===== src/rtl/l2_mem_arbiter.sv =====
// l2_mem_arbiter: serializes L1I line fills and L1D fills/writebacks onto one
// shared L2 port. L1D wins by default (older instruction in MEM); a starvation
// limiter forces an I grant after STARVE_LIMIT consecutive D grants while I waits.
// Address/data are latched at the grant edge and held for the whole transaction.
// Optional performance counters are built only when ARB_PERF_EN is defined;
// otherwise the counter ports are tied to zero and no counter flops exist.
module l2_mem_arbiter #(
    parameter int ADDR_WIDTH   = 16,
    parameter int LINE_WIDTH   = 128,
    parameter int STARVE_LIMIT = 4
) (
    input  logic                  clk,
    input  logic                  rst_n,
    input  logic                  i_read,
    input  logic [ADDR_WIDTH-1:0] i_addr,
    output logic                  i_resp,
    output logic [LINE_WIDTH-1:0] i_rdata,
    input  logic                  d_read,
    input  logic                  d_write,
    input  logic [ADDR_WIDTH-1:0] d_addr,
    input  logic [LINE_WIDTH-1:0] d_wdata,
    output logic                  d_resp,
    output logic [LINE_WIDTH-1:0] d_rdata,
    output logic                  l2_read,
    output logic                  l2_write,
    output logic [ADDR_WIDTH-1:0] l2_addr,
    output logic [LINE_WIDTH-1:0] l2_wdata,
    input  logic                  l2_resp,
    input  logic [LINE_WIDTH-1:0] l2_rdata,
    output logic [15:0]           i_grant_count,
    output logic [15:0]           d_grant_count,
    output logic [15:0]           conflict_count
);

    typedef enum logic [1:0] {
        IDLE,
        SERVE_I,
        SERVE_D_RD,
        SERVE_D_WR
    } state_t;

    localparam logic [3:0] LIMIT = 4'(STARVE_LIMIT);

    state_t     state;
    state_t     next_state;
    logic [3:0] starve_cnt;
    logic       grant_i;
    logic       grant_d_rd;
    logic       grant_d_wr;
    logic       grant_d;

    // Read data goes straight through; the resp pulses qualify it.
    assign i_rdata = l2_rdata;
    assign d_rdata = l2_rdata;
    assign grant_d = grant_d_rd | grant_d_wr;

    // State register; reset abandons any in-flight transaction.
    always_ff @(posedge clk or negedge rst_n) begin
        if (!rst_n) begin
            state <= IDLE;
        end else begin
            state <= next_state;
        end
    end

    // Arbitration in IDLE, completion in SERVE states, strobes and resp pulses.
    always_comb begin
        next_state = state;
        grant_i    = 1'b0;
        grant_d_rd = 1'b0;
        grant_d_wr = 1'b0;
        l2_read    = 1'b0;
        l2_write   = 1'b0;
        i_resp     = 1'b0;
        d_resp     = 1'b0;
        case (state)
            IDLE: begin
                if (i_read && (starve_cnt == LIMIT)) begin
                    next_state = SERVE_I;
                    grant_i    = 1'b1;
                end else if (d_write) begin
                    next_state = SERVE_D_WR;
                    grant_d_wr = 1'b1;
                end else if (d_read) begin
                    next_state = SERVE_D_RD;
                    grant_d_rd = 1'b1;
                end else if (i_read) begin
                    next_state = SERVE_I;
                    grant_i    = 1'b1;
                end
            end
            SERVE_I: begin
                l2_read = 1'b1;
                i_resp  = l2_resp;
                if (l2_resp) next_state = IDLE;
            end
            SERVE_D_RD: begin
                l2_read = 1'b1;
                d_resp  = l2_resp;
                if (l2_resp) next_state = IDLE;
            end
            SERVE_D_WR: begin
                l2_write = 1'b1;
                d_resp   = l2_resp;
                if (l2_resp) next_state = IDLE;
            end
            default: next_state = IDLE;
        endcase
    end

    // Holding registers: capture the winner's address (and writeback data) at the grant edge.
    always_ff @(posedge clk or negedge rst_n) begin
        if (!rst_n) begin
            l2_addr  <= '0;
            l2_wdata <= '0;
        end else begin
            if (grant_i) l2_addr <= i_addr;
            if (grant_d) l2_addr <= d_addr;
            if (grant_d_wr) l2_wdata <= d_wdata;
        end
    end

    // Starvation counter: counts D grants that overtook a waiting I request.
    always_ff @(posedge clk or negedge rst_n) begin
        if (!rst_n) begin
            starve_cnt <= '0;
        end else if (grant_i) begin
            starve_cnt <= '0;
        end else if (grant_d) begin
            if (!i_read) begin
                starve_cnt <= '0;
            end else if (starve_cnt < LIMIT) begin
                starve_cnt <= starve_cnt + 4'd1;
            end
        end
    end

`ifdef ARB_PERF_EN
    logic [15:0] i_grant_q;
    logic [15:0] d_grant_q;
    logic [15:0] conflict_q;
    logic        conflict;

    assign conflict       = (state == IDLE) && i_read && (d_read || d_write);
    assign i_grant_count  = i_grant_q;
    assign d_grant_count  = d_grant_q;
    assign conflict_count = conflict_q;

    // Saturating performance counters, cleared only by reset.
    always_ff @(posedge clk or negedge rst_n) begin
        if (!rst_n) begin
            i_grant_q  <= '0;
            d_grant_q  <= '0;
            conflict_q <= '0;
        end else begin
            if (grant_i && (i_grant_q != 16'hFFFF)) i_grant_q <= i_grant_q + 16'd1;
            if (grant_d && (d_grant_q != 16'hFFFF)) d_grant_q <= d_grant_q + 16'd1;
            if (conflict && (conflict_q != 16'hFFFF)) conflict_q <= conflict_q + 16'd1;
        end
    end
`else
    assign i_grant_count  = 16'h0000;
    assign d_grant_count  = 16'h0000;
    assign conflict_count = 16'h0000;
`endif

endmodule


===== config.mk =====
export PLATFORM = sky130hd
export DESIGN_NAME = l2_mem_arbiter
export DESIGN_NICKNAME = d
export VERILOG_FILES = /design/src/rtl/l2_mem_arbiter.sv
export SDC_FILE = /design/constraint.sdc
export NUM_CORES = 1
export LEC_CHECK = 0
export ABC_AREA = 1
export CAP_MARGIN = 25
export CORE_AREA = 2 2 292 294
export DETAILED_ROUTE_END_ITERATION = 10
export DIE_AREA = 0 0 294 296
export PLACE_DENSITY = 0.45
export SLEW_MARGIN = 20
export SYNTH_ARGS = -nofsm -noshare
export SYNTH_HDL_FRONTEND = slang
export SYNTH_SLANG_ARGS = --single-unit

===== constraint.sdc =====
create_clock -name clk -period 2.23 [get_ports clk]
set_clock_uncertainty 0.15 [all_clocks]
set_input_delay 0.223 -clock clk [delete_from_list [all_inputs] [get_ports clk]]
set_output_delay 0.223 -clock clk [all_outputs]
set_load 0.1 [all_outputs]

==> run_results.csv <==
group,metric,value,unit
routing,wl,25600,um
routing,drtIter0Drc,199,
floorplanning,die_h,296,um
floorplanning,rows,107,
routing,drc,0,
floorplanning,io_pins,746,
critical_path,cp-end-kind,"primary output",
yosys,synth_warnings,0,
finish,nets,1378,
yosys,syn-mean-instance-area,9.12,um^2
yosys,yosysSeqAreaShare,40.7,%
global_route,grt_usage,5.78,%
critical_path,ff2ff_setup_slack,0.32,ns
critical_path,reg2reg_depth,10,
timing,finalSetupViolCount,0,
critical_path,r2r_start,"starve_cnt[0]",
clock_network,clock-root-buffer,"clkbuf_16",
critical_path,start_kind,"flop",
place,dp_hpwl,20100,um
yosys,synth_seq_cells,150,
timing,rsz0062_at_grt,"false",
floorplanning,coreArea,0.0842,mm^2
clock_network,cts.sinks,150,
place,pre_cts_ws,0.225,ns
clock_network,cts_inserted_buffers,17,
yosys,synth_top_area_share,40.7,%
global_route,antenna_found_initial,0,
routing,ant_nets,0,
clock_network,clk_pin_slew,0.08,ns
global_route,grt_overflow_total,0,
yosys,syn_area,0.00922,mm^2
routing,avgRoutedWirePerCell,11.7,um
timing,hold_viol,0,
timing,fin_setup_tns,0,ns
yosys,synth_area_leaders,"dfrtp_1 (41%), buf_4 (25%), o21ai_2 (11%), nand2_1 (7.7%), inv_1 (6.2%)",
timing,tightestPinTransition,0.550,ns
timing,hold_ws,0.127,ns
timing,max_freq,519,MHz
min_path,hold_path.class,"in2async",
timing,post-route-period-util,86.3,%
finish,antenna_cells,0,
global_route,grt_pass1_vias,6210,
clock_network,cts_tree,"built",
finish,nFillCells,9563,
place,gp_congestion,0.702,
finish,final-seq-area,0.00375,mm^2
timing,setup_ws,0.305,ns
floorplanning,dieArea,0.0870,mm^2
timing,drv_slew,0,
critical_path,path_class,"reg2out",
finish,multiInputGateArea,0.00243,mm^2
yosys,synth.largest_area_cell,"dfrtp_1",
finish,drive_above_1_share,32.4,%
floorplanning,start_util,11.0,%
critical_path,worst_r2r_endpoint,"l2_wdata[53]",
run_status,status,"finished, final reports clean",
job,cap_viol_max_count,0,
timing,layout_min_cycle_time,1.93,ns
yosys,synthCells,1011,
clock_network,htreeDepth,4,
global_route,grt_max_degree,50,
yosys,synth_cell_types,26,
place,port_buffers,313,
routing,via_per_inst,2.76,
clock_network,clk_path_buf_depth,2,
critical_path,worstPathRequired,1.86,ns
finish,syn_to_final_growth,28.2,%
floorplanning,die_w,294,um
clock_network,post-cts-setup-buffer-count,0,
routing,via_count,6028,
clock_network,clkLatencyLatePin,0.49,ns
global_route,grt_first_pass_wirelength,36300,um
critical_path,arrival,1.55,ns
routing,dr.pass1.iters,4,
critical_path,crit_path_max_fanout,3,
timing,slew_headroom,63.3,%
repair_timing:
action	in CTS	in global routing
hold endpoints to repair	149	0
hold buffers	1	0
resized for setup	0	0
per-layer routing:
metal | vias up | wire (um) | global-route usage (%)
met5 | - | 58 | 0.443
met4 | 2 | 1750 | 5.20
met3 | 121 | 3120 | 3.53
met2 | 351 | 12000 | 9.08
met1 | 2725 | 8610 | 5.19
li1 | 2829 | - | -
flip-flops by register name (all words and copies together) (netlist names):
signal / cells
starve_cnt: 4
state: 2
l2_wdata: 128
l2_addr: 16
synth_stat cells:
cell and number:
nor3_1 1, inv_2 3, nand3_4 1, inv_1 152, nor2_1 4, xor2_1 1
nand2_1 190, buf_4 310, a21oi_2 1, ha_1 6, nand2_4 1, buf_2 4
nand3_1 3, dfrtp_1 150, o21ai_4 1, nand3b_1 1, o211ai_2 15, conb_1 1
buf_6 26, o21ai_0 8, nand3_2 2, a21oi_1 6, nand4_1 1, o21ai_2 120
nor2_2 1, o21ai_1 2
final cells by class:
class / count / area share (%)
sequential: 150 / 31.7
multi-input combinational: 413 / 20.6
tap: 1090 / 11.5
clock buffer: 18 / 3.71
inverter: 155 / 4.92
timing repair buffer: 341 / 26.3
clock inverter: 14 / 1.22
worst max-delay path by stage:
stage | from | end | slack [ns]
finish | state[0] | d_resp | 0.30
global route | state[0] | d_resp | 0.15
CTS | state[0] | d_resp | 0.19
detailed placement | i_read | l2_wdata[42] | 0.22
global placement | i_read | l2_wdata[37] | 0.20
floorplan | state[0] | d_resp | 0.02
cell usage in the layout (no fill, tap or decap), types with 2 or more instances in the layout:
cell type,instances
dfrtp_1,150
o211ai_2,15
o21ai_1,2
clkinvlp_4,3
buf_4,164
inv_1,152
conb_1,48
nor2_1,3
nand3_2,2
o21ai_2,120
a21oi_1,6
nand2_1,190
inv_6,2
ha_1,6
buf_12,11
clkdlybuf4s50_1,164
nand3_1,3
inv_8,3
clkbuf_16,17
o21ai_0,8
inv_2,3
clkinv_4,4
metrics by stage:
step | area (um^2) | std cells | util, %
CTS | 11800 | 2181 | 14.0
global route | 11800 | 2181 | 14.0
global placement | 11200 | 2148 | 13.3
detailed placement | 11200 | 2148 | 13.3
finish | 11800 | 2181 | 14.0
floorplan | 9410 | 1058 | -
critical path: stages, from the launching register on:
cell	delay, ns
dfrtp_1	0.38
inv_1	0.08
ha_1	0.20
nor2_1	0.18
nor2_4	0.05
buf_12	0.16
kinds of logic after synthesis:
kind of cell | count (synthesis) | synth area share (%)
other cells | 1 | 0.0407
simple gates | 205 | 8.86
buf+inv | 495 | 34.9
compound gates | 153 | 14.6
flops | 150 | 40.7
fa+ha+maj | 6 | 0.814
xor+xnor | 1 | 0.0950
Power is not shown: default switching activity piles up to over one toggle a cycle in this logic, so the estimate is an artifact.
